--- src/rtl/mips32_pkg.sv ---
// Shared definitions for the mips32 pipeline.
// Contents:
//   - opcode constants and the instruction-type classification
//   - ifq_entry_t : one fetched instruction with its next-PC
//   - fetch_state_e : fetch front-end state (run / drain stale responses / halted)
package mips32_pkg;

    localparam logic [5:0] OpAdd   = 6'b000000;
    localparam logic [5:0] OpSub   = 6'b000001;
    localparam logic [5:0] OpAnd   = 6'b000010;
    localparam logic [5:0] OpOr    = 6'b000011;
    localparam logic [5:0] OpSlt   = 6'b000100;
    localparam logic [5:0] OpMul   = 6'b000101;
    localparam logic [5:0] OpLw    = 6'b001000;
    localparam logic [5:0] OpSw    = 6'b001001;
    localparam logic [5:0] OpAddi  = 6'b001010;
    localparam logic [5:0] OpSubi  = 6'b001011;
    localparam logic [5:0] OpSlti  = 6'b001100;
    localparam logic [5:0] OpBneqz = 6'b001101;
    localparam logic [5:0] OpBeqz  = 6'b001110;
    localparam logic [5:0] OpHlt   = 6'b111111;

    typedef enum logic [2:0] {
        TypeRrAlu  = 3'd0,
        TypeRmAlu  = 3'd1,
        TypeLoad   = 3'd2,
        TypeStore  = 3'd3,
        TypeBranch = 3'd4,
        TypeHalt   = 3'd5
    } instr_type_e;

    typedef struct packed {
        logic [31:0] ir;
        logic [31:0] npc;
    } ifq_entry_t;

    typedef enum logic [1:0] {
        StRun   = 2'd0,
        StDrain = 2'd1,
        StHalt  = 2'd2
    } fetch_state_e;

    // Classify an opcode; unknown opcodes are treated as halt.
    function automatic instr_type_e instr_type(input logic [5:0] op);
        instr_type_e t;
        case (op)
            OpAdd, OpSub, OpAnd, OpOr, OpSlt, OpMul: t = TypeRrAlu;
            OpAddi, OpSubi, OpSlti:                  t = TypeRmAlu;
            OpLw:                                    t = TypeLoad;
            OpSw:                                    t = TypeStore;
            OpBneqz, OpBeqz:                         t = TypeBranch;
            default:                                 t = TypeHalt;
        endcase
        return t;
    endfunction

endpackage

--- src/rtl/mips32_sync_fifo.sv ---
// Synchronous FIFO with synchronous clear.
// Ports:
//   clk, rst        : clock, synchronous active-high reset
//   clr             : synchronous flush (drops contents, ignores same-cycle push)
//   push, push_data : write one entry (caller must not push when full without popping)
//   pop             : consume head entry (ignored when empty)
//   head_data       : entry at the head
//   count           : number of stored entries, 0..DEPTH
// DEPTH must be a power of two so the pointers wrap naturally.
module mips32_sync_fifo #(
    parameter int unsigned WIDTH = 32,
    parameter int unsigned DEPTH = 4
) (
    input  logic                         clk,
    input  logic                         rst,
    input  logic                         clr,
    input  logic                         push,
    input  logic [WIDTH-1:0]             push_data,
    input  logic                         pop,
    output logic [WIDTH-1:0]             head_data,
    output logic [$clog2(DEPTH+1)-1:0]   count
);

    localparam int unsigned PtrW = $clog2(DEPTH);
    localparam int unsigned CntW = $clog2(DEPTH + 1);

    logic [WIDTH-1:0] mem_q [DEPTH];
    logic [PtrW-1:0]  wr_ptr_q, rd_ptr_q;
    logic [CntW-1:0]  count_q;
    logic             push_en, pop_en;

    always_comb begin
        pop_en  = pop && (count_q != '0);
        push_en = push && ((count_q != CntW'(DEPTH)) || pop_en);
    end

    always_ff @(posedge clk) begin
        if (rst || clr) begin
            wr_ptr_q <= '0;
            rd_ptr_q <= '0;
            count_q  <= '0;
        end else begin
            if (push_en) wr_ptr_q <= wr_ptr_q + PtrW'(1);
            if (pop_en)  rd_ptr_q <= rd_ptr_q + PtrW'(1);
            count_q <= count_q + CntW'(push_en) - CntW'(pop_en);
        end
    end

    always_ff @(posedge clk) begin
        if (push_en && !rst && !clr) mem_q[wr_ptr_q] <= push_data;
    end

    assign head_data = mem_q[rd_ptr_q];
    assign count     = count_q;

endmodule

--- src/rtl/mips32_ifetch_queue.sv ---
// Instruction fetch front end: issues word-addressed reads, buffers returned words with their
// NPC in a prefetch queue and hands IR/NPC pairs to decode. Branch redirects flush the queue
// and discard responses still in flight.
// Ports:
//   clk1, rst                         : clock, synchronous active-high reset
//   imem_req_valid/ready, imem_addr   : read request to instruction memory (addr = PC low bits)
//   imem_rsp_valid, imem_rsp_data     : in-order read responses
//   if_id_valid/ready, if_id_ir/npc   : instruction handoff to decode
//   br_taken, br_target               : one-cycle redirect pulse and word target
//   halt                              : level, stops new fetches
// Build option: define IFQ_BYPASS_EN to forward a response straight to decode when the queue
// is empty, saving one cycle of fetch latency.
module mips32_ifetch_queue
    import mips32_pkg::*;
#(
    parameter int unsigned DEPTH    = 4,
    parameter int unsigned ADDR_W   = 10,
    parameter logic [31:0] PC_RESET = 32'd0
) (
    input  logic              clk1,
    input  logic              rst,
    output logic              imem_req_valid,
    input  logic              imem_req_ready,
    output logic [ADDR_W-1:0] imem_addr,
    input  logic              imem_rsp_valid,
    input  logic [31:0]       imem_rsp_data,
    output logic              if_id_valid,
    input  logic              if_id_ready,
    output logic [31:0]       if_id_ir,
    output logic [31:0]       if_id_npc,
    input  logic              br_taken,
    input  logic [31:0]       br_target,
    input  logic              halt
);

    localparam int unsigned CntW = $clog2(DEPTH + 1);

    fetch_state_e    state_q, state_d;
    logic [31:0]     pc_q, pc_d;
    logic [CntW-1:0] drop_q, drop_d;

    // The tag queue holds the address of every request in flight, so its count is the
    // outstanding-request counter.
    logic [CntW-1:0] iq_count, tag_count;
    logic [CntW:0]   credit_used;
    ifq_entry_t      iq_head, rsp_entry, out_entry;
    logic [31:0]     tag_head;
    logic            iq_empty, req_fire, rsp_keep, bypass, iq_push, iq_pop;

    always_comb begin
        iq_empty    = (iq_count == '0);
        credit_used = {1'b0, iq_count} + {1'b0, tag_count};

        imem_req_valid = !rst && (state_q == StRun) && !halt && !br_taken &&
                         (credit_used < (CntW + 1)'(DEPTH));
        req_fire       = imem_req_valid && imem_req_ready;

        rsp_entry.ir  = imem_rsp_data;
        rsp_entry.npc = tag_head + 32'd1;
        rsp_keep      = imem_rsp_valid && !br_taken && (drop_q == '0);

`ifdef IFQ_BYPASS_EN
        bypass = !rst && iq_empty && rsp_keep;
`else
        bypass = 1'b0;
`endif

        if_id_valid = !rst && !br_taken && (!iq_empty || bypass);
        if (rst)          out_entry = '0;
        else if (bypass)  out_entry = rsp_entry;
        else if (iq_empty) out_entry = '0;
        else              out_entry = iq_head;
        if_id_ir  = out_entry.ir;
        if_id_npc = out_entry.npc;

        iq_pop  = if_id_valid && if_id_ready && !bypass;
        // A bypassed word that decode takes right away never enters the queue.
        iq_push = rsp_keep && !(bypass && if_id_ready);
    end

    assign imem_addr = pc_q[ADDR_W-1:0];

    always_comb begin
        pc_d    = pc_q;
        drop_d  = drop_q;
        state_d = state_q;

        if (br_taken) begin
            pc_d   = br_target;
            drop_d = tag_count - CntW'(imem_rsp_valid && (tag_count != '0));
        end else begin
            if (req_fire) pc_d = pc_q + 32'd1;
            if (imem_rsp_valid && (drop_q != '0)) drop_d = drop_q - CntW'(1);
        end

        unique case (state_q)
            StRun: begin
                if (br_taken)  state_d = (drop_d != '0) ? StDrain : StRun;
                else if (halt) state_d = StHalt;
            end
            StDrain: begin
                if (br_taken)            state_d = (drop_d != '0) ? StDrain : StRun;
                else if (drop_d == '0)   state_d = StRun;
            end
            StHalt: begin
                if (!br_taken && !halt) state_d = StRun;
            end
            default: state_d = StRun;
        endcase
    end

    always_ff @(posedge clk1) begin
        if (rst) begin
            state_q <= StRun;
            pc_q    <= PC_RESET;
            drop_q  <= '0;
        end else begin
            state_q <= state_d;
            pc_q    <= pc_d;
            drop_q  <= drop_d;
        end
    end

    mips32_sync_fifo #(
        .WIDTH ($bits(ifq_entry_t)),
        .DEPTH (DEPTH)
    ) u_iq (
        .clk       (clk1),
        .rst       (rst),
        .clr       (br_taken),
        .push      (iq_push),
        .push_data (rsp_entry),
        .pop       (iq_pop),
        .head_data (iq_head),
        .count     (iq_count)
    );

    // Never flushed on redirect: stale responses still pop their own tags.
    mips32_sync_fifo #(
        .WIDTH (32),
        .DEPTH (DEPTH)
    ) u_tagq (
        .clk       (clk1),
        .rst       (rst),
        .clr       (1'b0),
        .push      (req_fire),
        .push_data (pc_q),
        .pop       (imem_rsp_valid),
        .head_data (tag_head),
        .count     (tag_count)
    );

endmodule

--- config.mk ---
export PLATFORM = sky130hd
export DESIGN_NAME = mips32_ifetch_queue
export DESIGN_NICKNAME = d
export VERILOG_FILES = /design/src/rtl/mips32_pkg.sv /design/src/rtl/mips32_sync_fifo.sv /design/src/rtl/mips32_ifetch_queue.sv
export SDC_FILE = /design/constraint.sdc
export NUM_CORES = 1
export LEC_CHECK = 0
export ABC_AREA = 1
export CORE_MARGIN = 5
export CORE_UTILIZATION = 40
export CTS_BUF_LIST = sky130_fd_sc_hd__clkbuf_8
export DETAILED_ROUTE_END_ITERATION = 8
export PLACE_DENSITY = 0.68
export REMOVE_ABC_BUFFERS = 1
export SYNTH_ARGS = -nofsm -noshare
export SYNTH_HDL_FRONTEND = slang
export SYNTH_SLANG_ARGS = --single-unit
--- constraint.sdc ---
create_clock -name clk1 -period 9 [get_ports clk1]
set_input_delay 1.35 -clock clk1 [delete_from_list [all_inputs] [get_ports clk1]]
set_output_delay 1.35 -clock clk1 [all_outputs]
set_load 0.1 [all_outputs]
* Word-level counts from Yosys, hierarchy flattened
Memories as Yosys holds them, arrays and structs flattened. A register that Yosys moved wholly into a read port is not among the register bits. Cells that the tools add are included. Widths: inputs -> output; s select.
Word-level totals: bits in registers 51, latch bits 0, bits in writable memories 384, bits in read-only memories 0, output and inout port bits 76, logic and storage cells 89, memories kept 2
Cells by class: $add $sub $neg 13, $mul 0, divide/modulo/power cells 0, order comparisons 1, equality and inequality tests 7, shift operators 0, multiplexer cells 21, bitwise logic cells 0, reduce and logical (&&, ||, !) cells 36
Memory list:
- u_iq.mem_q | depth 4, width 64, rd ports 1, clocked after Yosys merged registers in 1, wr ports 1, RTL line mips32_sync_fifo.sv:27 | logic [WIDTH-1:0] mem_q [DEPTH];
- u_tagq.mem_q | depth 4, width 32, rd ports 1, clocked after Yosys merged registers in 1, wr ports 1, RTL line mips32_sync_fifo.sv:27
Operator list (count):
- $mux 64 | 2
- $add 32x1->32 const B | 2
- $mux 32 | 2
- $logic_and 1x1->1 | 19
- $mux 2 | 9
- $ne 3x3->1 const B | 4
- $reduce_bool 3->1 | 4
- $logic_not 3->1 | 3
- $sub 3x1->3 | 3
- $add 2x1->2 const B | 4
- $add 3x1->3 | 2
- $mux 3 | 2
- $pmux 2 s3 | 1
- $mux 1 | 5
- $add 3x3->4 | 1
- $logic_not 1->1 | 4
- $lt 4x3->1 const B | 1
- $logic_or 1x1->1 | 3
- $reduce_and 3->1 | 1
- $sub 3x1->3 const B | 1
- $eq 2x1->1 const B | 1
- $eq 2x2->1 const B | 1
- $logic_not 2->1 | 1
- $ne 2x2->1 const B | 1
- $reduce_bool 2->1 | 1

* Depth between registers and ports, before layout
Gate-level depths: netlist of the first run.
word-level depth 11, depth in mapped cells 15

* Hierarchy
Synthesis of the first run repeated with hierarchy kept, for this count alone.
Second synthesis, totals: cells, all modules 1840, area total of the unflattened synthesis 19503.7 µm²
By module, submodules not included:
- mips32_sync_fifo (u_iq) | times used 1, cells an instance 691, area each 9992.1 µm²
- mips32_sync_fifo (u_tagq) | times used 1, cells an instance 378, area each 5266.3 µm²
- mips32_ifetch_queue | times used 1, cells an instance 771, area each 4245.3 µm²

* Least setup slack after synthesis of the first run
OpenSTA, ideal clock, no wires.
path type in2reg, start input rst, end memory u_iq.mem_q[0][0] (netlist bit) (enable), library setup time 0.578 ns, arrival 8.294 ns, required time 8.422 ns, slack 0.128 ns, cell stages on the path 8, buffers on the path 1, cell sequence buf_2 > nor2_4 > inv_1 > nor2_1 > nand2_1 > nand4_1 > nand2_1 > nor3b_1
On the way: longest elaborated chain between the ends 11
Ends and longest elaborated chain:
- start, declared | RTL line mips32_ifetch_queue.sv:21 | input logic rst,
- $logic_not 1->1 | RTL line mips32_ifetch_queue.sv:68 | if_id_valid = !rst && !br_taken && (!iq_empty || bypass);
- $logic_and 1x1->1 (2 in a row) | RTL line mips32_ifetch_queue.sv:68
- net if_id_valid | RTL line mips32_ifetch_queue.sv:27 | output logic if_id_valid,
- $logic_and 1x1->1 | RTL line mips32_ifetch_queue.sv:76 | iq_pop = if_id_valid && if_id_ready && !bypass;
- $logic_and 1x1->1 | RTL line mips32_sync_fifo.sv:33 | pop_en = pop && (count_q != '0);
- $logic_or 1x1->1 | RTL line mips32_sync_fifo.sv:34 | push_en = push && ((count_q != CntW'(DEPTH)) || pop_en);
- $logic_and 1x1->1 | RTL line mips32_sync_fifo.sv:34
- $logic_and 1x1->1 (2 in a row) | RTL line mips32_sync_fifo.sv:50 | if (push_en && !rst && !clr) mem_q[wr_ptr_q] <= push_data;
- $mux 1 | RTL line mips32_sync_fifo.sv:50
- $mux 1 (not written as such) | RTL line mips32_sync_fifo.sv:50
- end, declared | RTL line mips32_sync_fifo.sv:27
The timed path passes the listed nets, and every way through them passes these cells.

* Worst setup path after layout of the first run
start input rst, end output if_id_ir[26]
On the way: longest elaborated chain between the ends 1
Ends and longest elaborated chain:
- $mux 64 | RTL line mips32_ifetch_queue.sv:69 | if (rst) out_entry = '0;
- end, declared | RTL line mips32_ifetch_queue.sv:29 | output logic [31:0] if_id_ir,
No other way between the ends.

==> reports/results.ini, run 1 <==
[clocking]
clk_latency_ns=0.64
cts_hold_buf=0
cts_made_buffers=74
cts-root-buf=clkbuf_8
clockBufferDepth=3
htreeDepth=3
numClockSinks=439
cts_resized=0
cts_tree=built
post_cts_buffers=0
clk_pin_slew_ns=0.06

[critical_path]
end_kind=output pin
reg2reg_depth=13
worstPathMaxFanout=64
worstSetupStartpoint=rst
rr_endpoint=u_tagq.count[2]
required_ns=7.65
worst-r2r-setup-slack_ns=5.13
r2r-start=u_iq.count[2]
cp_data_arrival_time_ns=4.56
cp-start-kind=input port
crit_type=input port to output pin

[place]
gp_congestion=0.877
port_buffers=146
hpwl_mm=31.3
placed_area_um2=22100

[detailed_routing]
drtAntennaViolNets=0
totalWireLength_mm=49.2
met3_length_mm=2.82
dr_wl_met2_mm=22.9
viasPerCell=4.95
top_layer_used=met4
avgRoutedWirePerCell_um=16.5
drt-met1-wl_mm=21.9
drt_first_pass_iters=5
drtIter0Drc=1044
vias=14700
drc_errors=0

[min_path]
hp-start=state_q[0]
min_to=state_q[1]
hold_path.class=register to register
min_path_cells=1

[sta]
setup_viol=0
slew_violations=0
final.period_utilization_pct=65.6
final.setup.tns_ns=0
rsz0062_at_grt=false
tightestPinTransition_ns=1.25
period_needed_ns=5.91
relSlewSlack_pct=16.7
fmax_mhz=169
hold_viol=0
finalClockSkew_ns=0.0303

[yosys]
ys.flop_type=edfxtp_1
syn-cell-area_um2=20100
synth.avg_cell_area_um2=9.57
synth_top_cell_by_area=edfxtp_1
synthArstFlopShare_pct=0
synth.distinct_cells=40
yosysTopAreaCellShare_pct=57.3
yosysWarnings=0
synth_area_leaders=edfxtp_1 (57%), nand2_1 (10%), nor2_1 (7.3%)
yosysSeqAreaShare_pct=62.8
synth-edff-count=384
synth_seq_cells=439
synthCells=2102

[grt]
grt-ovfl-total=0
grt.total_usage_pct=17.7
grt_pass1_vias=14500
grt_max_degree=129
grt_pass1_wl_mm=76.7
antenna_found_initial=0

[layout]
fillerInstances=4637
final-seq-area_um2=12600
drive_gt1_share_pct=7.34
num-nets-final=2337
multi_input_area_um2=6490
synthToLayoutAreaGrowth_pct=16.8
diodes=0
fin_area_um2=23500
final_util_pct=47.0

[power_and_ir_drop]
power_uw=5080
leakage_uw=0.00880
powerDensity_nw_per_um2=216
irDropWorstVdd_mv=0.0995

[floorplan]
core_um2=50000
dieArea_um2=54900
die_width_um=234
initial_utilization_pct=40.3
rows=82
die_h_um=234
top_level_ports=147

[job]
drv_cap=0

[outcome]
status=completed

worst max-delay path: stages:
cell	delay, ns
clkdlybuf4s50_1	0.45
buf_4	0.42
inv_1	0.38
o21ai_4	0.14
buf_4	0.52
a21oi_1	0.13
clkdlybuf4s50_1	1.02
layer usage:
metal	vias to the layer above	global-route usage [%]
met5	-	0
met4	0	6.42
met3	103	3.67
met2	413	28.9
met1	6919	23.7
li1	7295	-
placed cells by master (no fill, tap or decap), types with 16 or more instances in the layout:
master           instances
dfxtp_1                 52
xor2_1                  21
a21oi_1                 95
clkbuf_8                80
buf_4                   21
edfxtp_1               384
nand2_1                539
nand2_2                 16
nor2_2                  17
inv_1                  153
ha_1                    20
clkdlybuf4s50_1        146
nand3_1                115
nor2_1                 385
o21ai_0                154
where the power goes:
part | switching, µW | leakage, µW | internal [µW]
sequential | 49.3 | 0.00394 | 2360
combinational | 721 | 0.00405 | 266
clock | 782 | 0.000813 | 908
total | 1550 | 0.00880 | 3530
cells in the mapped netlist, drive strengths merged (3+ instances only):
library cell	instances
a21oi	95
a31oi	7
buf	59
clkbuf	42
dfxtp	55
edfxtp	384
ha	20
inv	131
nand2	555
nand3	118
nand3b	5
nand4	14
nor2	407
nor3	7
nor3b	5
o21ai	156
o21bai	3
xnor2	5
xor2	21
layout make-up:
cell class	count	area share (%)
clock buffers	80	4.69
clock inverters	54	1.35
inverters	131	2.10
multi-input cells	1431	27.6
flip-flops and latches	439	53.8
well taps	672	3.58
repair buffers	167	6.89
worst max path at each step:
stage | depth (start not counted) | slack [ns] | end
5_1_grt | 7 | 2.93 | if_id_npc[17]
4_1_cts | 7 | 3.08 | if_id_ir[26]
3_5_place_dp | 7 | 3.08 | if_id_ir[26]
6_report | 7 | 3.09 | if_id_ir[26]
3_3_place_gp | 7 | 3.21 | if_id_npc[4]
2_1_floorplan | 7 | 0.31 | u_iq.mem_q[0][0]
cell families after synthesis:
logic type | synth area share, %
xor+xnor | 1.13
simple gates | 22.6
buf+inv | 5.16
flops | 62.8
fa+ha+maj | 1.44
compound gates | 6.92
per-stage QoR:
step / setup WS [ns] / hold WS [ns] / std cells
2_1_floorplan: 0.305 / 0.404 / 2001
3_3_place_gp: 3.21 / 0.412 / 2840
3_5_place_dp: 3.08 / 0.422 / 2840
4_1_cts: 3.08 / 0.432 / 2974
5_1_grt: 2.93 / 0.450 / 2974
6_report: 3.09 / 0.429 / 2974
registers in the layout, indices dropped and copies added (netlist names), named ones only:
name and cells:
drop_q 3, pc_q 32, state_q 2, u_iq.count 3, u_iq.mem_q 256, u_iq.rd_ptr_q 2
u_iq.wr_ptr_q 2, u_tagq.count 3, u_tagq.mem_q 128, u_tagq.rd_ptr_q 2, u_tagq.wr_ptr_q 2
No activity file was read; power rests on OpenSTA's default activity.
==> run 2: changes to the inputs <==
- clock period: 9 -> 6.15 ns (I/O delays scaled with it)
==> reports/results.ini, run 2 (synthesis gave the netlist of run 1 again) <==
[critical_path]
reg2reg_depth=11  ; was 13
worstPathCellList=inv_2, buf_4, o21ai_0, a21oi_1, buf_4  ; was clkdlybuf4s50_1, buf_4, inv_1, o21ai_4, buf_4, a21oi_1, clkdlybuf4s50_1
cp_data_arrival_time_ns=3.54  ; was 4.56 ns
rr_endpoint=u_iq.mem_q[1][16]  ; was u_tagq.count[2]
worstPathMaxFanout=79  ; was 64
required_ns=5.23  ; was 7.65 ns
cp-start-kind=register  ; was input port
cp_common_cell=buf_4
crit_type=register to output pin  ; was input port to output pin
crit_slowest_cell=inv_2  ; was clkdlybuf4s50_1
end_kind=output pin  ; unchanged
worst-r2r-setup-slack_ns=2.87  ; was 5.13 ns
critPathMaxStageDelay_ns=0.94  ; was 1.02 ns

[floorplan]
core_um2=50000  ; unchanged
rows=82  ; unchanged
initial_utilization_pct=40.3  ; unchanged
top_level_ports=147  ; unchanged
die_h_um=234  ; unchanged
die_width_um=234  ; unchanged
dieArea_um2=54900  ; unchanged

[clocking]
clk_latency_ns=0.64  ; about the same
post_cts_buffers=0  ; unchanged
cts_made_buffers=75  ; was 74
numClockSinks=439  ; unchanged
clockBufferDepth=3  ; unchanged
cts_resized=0  ; unchanged
cts_tree=built  ; unchanged
cts-root-buf=clkbuf_8  ; unchanged
clk_pin_slew_ns=0.06  ; about the same
cts_hold_buf=0  ; unchanged
htreeDepth=3  ; unchanged

[detailed_routing]
drtAntennaViolNets=0  ; unchanged
totalWireLength_mm=48.6  ; was 49.2 mm
avgRoutedWirePerCell_um=16.3  ; was 16.5 µm
drc_errors=0  ; unchanged
viasPerCell=4.96  ; was 4.95
vias=14800  ; was 14700
drtIter0Drc=1163  ; was 1044
drt_first_pass_iters=5  ; unchanged

[layout]
diodes=0  ; unchanged
final_util_pct=46.7  ; was 47.0%
num-nets-final=2337  ; unchanged
synthToLayoutAreaGrowth_pct=16.0  ; was 16.8%
regMostFlops=u_iq.mem_q  ; unchanged
fin_area_um2=23300  ; was 23500 µm²
fillerInstances=4623  ; was 4637
layout_common_cells=nand2_1 (539), nor2_1 (385), edfxtp_1 (384), o21ai_0 (154), inv_1 (150)  ; was nand2_1 (539), nor2_1 (385), edfxtp_1 (384), o21ai_0 (154), inv_1 (153)
top_regs=u_iq.mem_q (256), u_tagq.mem_q (128), pc_q (32)  ; unchanged
layout_commonest_cell=nand2_1  ; unchanged
largest_reg_flops=256  ; unchanged
drive_gt1_share_pct=10.2  ; was 7.34%

[grt]
grt_max_degree=80  ; was 129
grt_pass1_wl_mm=76.5  ; was 76.7 mm
grt_pass1_vias=14300  ; was 14500
grt-ovfl-total=0  ; unchanged
grt.total_usage_pct=17.7  ; about the same
antenna_found_initial=0  ; unchanged

[min_path]
hold_path.class=register to register  ; unchanged
min_path_cells=1  ; unchanged
min_to=state_q[1]  ; unchanged
hp-start=state_q[0]  ; unchanged

[sta]
slew_violations=0  ; unchanged
finalClockSkew_ns=0.0288  ; was 0.0303 ns
hold_viol=0  ; unchanged
relSlewSlack_pct=22.5  ; was 16.7%
final.setup.tns_ns=0  ; unchanged
fmax_mhz=224
tightestPinTransition_ns=1.16  ; was 1.25 ns
setup_slack_ns=1.68  ; was 3.09 ns
final.period_utilization_pct=72.6
rsz0062_at_grt=false  ; unchanged
setup_viol=0  ; unchanged
period_needed_ns=4.47

[power_and_ir_drop]
power_uw=7450  ; was 5080 µW
leakage_uw=0.00893  ; was 0.00880 µW
irDropWorstVdd_mv=0.136  ; was 0.0995 mV
powerDensity_nw_per_um2=319  ; was 216 nW/µm²

[place]
post-place-ws_ns=1.75  ; was 3.08 ns
port_buffers=146  ; unchanged
hpwl_mm=31.4  ; was 31.3 mm
placed_area_um2=21900  ; was 22100 µm²
gp_congestion=0.906  ; was 0.877

[outcome]
status=completed  ; unchanged

[job]
drv_cap=0  ; unchanged

==> run 2: layout make-up <==
| cell class | instances | area, µm² | share of cell area, % |
|---|---|---|---|
| flip-flops and latches | 439 | 12600 | 54.2 |
| well taps | 672 | 841 | 3.60 |
| repair buffers | 166 | 1450 | 6.20 |
| inverters | 131 | 494 | 2.12 |
| clock buffers | 78 | 1070 | 4.60 |
| clock inverters | 59 | 350 | 1.50 |
| multi-input cells | 1431 | 6490 | 27.8 |
==> run 2: stage by stage <==
stage,std cells,hold slack (ns)
detailed placement,2839,0.451
CTS,2976,0.444
floorplan,2001,0.404
global placement,2839,0.411
finish,2976,0.444
global route,2976,0.462
==> run 2: worst max-delay path by stage <==
stage,startpoint,to,cells after the start
finish,register,if_id_npc[19],5
CTS,register,if_id_npc[19],5
global placement,rst,if_id_npc[3],7
floorplan,rst,u_iq.mem_q[0][0],7
global route,register,if_id_npc[8],5
detailed placement,rst,if_id_npc[2],7
==> run 2: worst max-delay path: cells and delay by family, from the launching register on <==
family                 cells  cell delay (ns)
buffers and inverters      3             1.82
flip-flops                 1             0.53
AO/OA/AOI/OAI              2             0.50
==> run 2: layer usage <==
layer | GRT usage (%) | wire (µm) | up-vias
met2 | 28.1 | 22500 | 488
met1 | 24.3 | 21700 | 6888
li1 | - | - | 7304
met4 | 5.89 | 1120 | 0
met3 | 3.66 | 3240 | 78
met5 | 0 | 0 | -
==> run 2: power by group <==
part | internal [µW] | switching (µW) | leakage, µW
sequential | 3450 | 72.4 | 0.00394
combinational | 384 | 1070 | 0.00418
clock | 1320 | 1160 | 0.000818
==> run 3: changes to the inputs <==
- clock period: 6.15 -> 4.3 ns (I/O delays scaled with it)
==> reports/results.ini, run 3 (synthesis gave the netlist of run 1 again) <==
[clocking]
cts_tree=built  ; unchanged
htreeDepth=3  ; unchanged
post_cts_buffers=0  ; unchanged
cts_made_buffers=72  ; was 75
numClockSinks=439  ; unchanged
cts_resized=0  ; unchanged
clockBufferDepth=3  ; unchanged
clk_pin_slew_ns=0.06  ; about the same
cts-root-buf=clkbuf_8  ; unchanged
cts_hold_buf=0  ; unchanged
clk_latency_ns=0.62  ; was 0.64 ns

[grt]
busiest_layer=met2  ; unchanged
grt_pass1_vias=14700  ; was 14300
antenna_found_initial=0  ; unchanged
met3_usage_pct=3.74  ; was 3.66%
grt-ovfl-total=0  ; unchanged
grt.total_usage_pct=17.6  ; was 17.7%
met1_usage_pct=23.7  ; was 24.3%
use_met2_pct=28.3  ; was 28.1%
grt_max_degree=73  ; was 80
grt_pass1_wl_mm=76.7  ; was 76.5 mm

[critical_path]
end_kind=output pin  ; unchanged
worstPathMaxFanout=72  ; was 79
cp_data_arrival_time_ns=3.02  ; was 3.54 ns
crit_type=register to output pin  ; unchanged
required_ns=3.65  ; was 5.23 ns
reg2reg_depth=13  ; was 11
cp-start-kind=register  ; unchanged

[layout]
diodes=0  ; unchanged
regMostFlops=u_iq.mem_q  ; unchanged
layout_common_cells=nand2_1 (539), nor2_1 (385), edfxtp_1 (384), o21ai_0 (154), inv_1 (148)  ; was nand2_1 (539), nor2_1 (385), edfxtp_1 (384), o21ai_0 (154), inv_1 (150)
top_regs=u_iq.mem_q (256), u_tagq.mem_q (128), pc_q (32)  ; unchanged
largest_reg_flops=256  ; unchanged
layout_commonest_cell=nand2_1  ; unchanged
drive_gt1_share_pct=10.2  ; about the same
num-nets-final=2341  ; was 2337
synthToLayoutAreaGrowth_pct=20.3  ; was 16.0%

[detailed_routing]
avgRoutedWirePerCell_um=16.3  ; about the same
drtIter0Drc=990  ; was 1163
vias=14800  ; about the same
totalWireLength_mm=48.6  ; about the same
drtAntennaViolNets=0  ; unchanged
drc_errors=0  ; unchanged
drt_first_pass_iters=5  ; unchanged
viasPerCell=4.96  ; about the same

[place]
gp_congestion=0.913  ; was 0.906
post-place-ws_ns=0.890  ; was 1.75 ns
port_buffers=146  ; unchanged
hpwl_mm=32.2  ; was 31.4 mm

[sta]
relSlewSlack_pct=28.5  ; was 22.5%
hold_viol=0  ; unchanged
period_needed_ns=3.66
finalClockSkew_ns=0.0215  ; was 0.0288 ns
final.setup.tns_ns=0  ; unchanged
setup_slack_ns=0.637  ; was 1.68 ns
slew_violations=0  ; unchanged
fmax_mhz=273
tightestPinTransition_ns=1.06  ; was 1.16 ns
final.period_utilization_pct=85.2
setup_viol=0  ; unchanged
rsz0062_at_grt=false  ; unchanged

[min_path]
min_path_cells=1  ; unchanged
hold_path.class=register to register  ; unchanged

[power_and_ir_drop]
irDropWorstVdd_mv=0.191  ; was 0.136 mV
leakage_uw=0.00911  ; was 0.00893 µW
powerDensity_nw_per_um2=438  ; was 319 nW/µm²

[floorplan]
initial_utilization_pct=40.3  ; unchanged
top_level_ports=147  ; unchanged
dieArea_um2=54900  ; unchanged
core_um2=50000  ; unchanged
die_h_um=234  ; unchanged
die_width_um=234  ; unchanged
rows=82  ; unchanged

[job]
drv_cap=0  ; unchanged

[outcome]
status=completed  ; unchanged

## run 3: changes by cell type in the layout (fill, tap and decap cells not counted), sizes merged
cell and delta:
buf +7, clkbuf -3, clkinv -2, inv -2, clkinvlp +1
## run 3: layout make-up
cell class | count | area, µm²
Sequential cell | 439 | 12600
Timing Repair Buffer | 173 | 2390
Tap cell | 672 | 841
Clock buffer | 75 | 1030
Multi-Input combinational cell | 1431 | 6490
Inverter | 131 | 494
Clock inverter | 56 | 323
Fill cell | 4529 | 25800
## run 3: worst paths after layout
kind / from / end / slack (ns)
worst max-delay path: register / if_id_ir[16] / 0.64
worst min-delay path: state_q[0] / state_q[1] / 0.45
worst max register to register: register / u_iq.mem_q[2][16] / 1.07
worst min register to register: state_q[0] / state_q[1] / 0.45
## run 3: metrics by stage
| step | instances | power [µW] | cell area [µm²] | utilization [%] | hold slack [ns] |
|---|---|---|---|---|---|
| finish | 2977 | 10600 | 24200 | 48.4 | 0.449 |
| global route | 2977 | 11200 | 24200 | 48.4 | 0.467 |
| CTS | 2977 | 10700 | 24200 | 48.4 | 0.450 |
| detailed placement | 2846 | 7290 | 22800 | 45.7 | 0.441 |
| global placement | 2846 | 7220 | 22800 | 45.7 | 0.414 |
| floorplan | 2001 | 6530 | 19600 | - | 0.404 |
## run 3: layer usage
layer  vias to the layer above  wire length (µm)
met1                      6857             21400
li1                       7313                 -
met4                         0              1370
met5                         -                 0
met2                       502             22600
met3                        97              3150
## run 3: critical path, stage by stage, from the launching register on
cell and delay (ns):
dfxtp_4 0.44, inv_2 0.78, buf_4 0.45, o21ai_0 0.19
a21oi_1 0.30, buf_12 0.22
## run 3: power by group
group | internal, µW | switching [µW]
sequential | 4930 | 119
combinational | 620 | 1530
clock | 1810 | 1580
total | 7360 | 3240
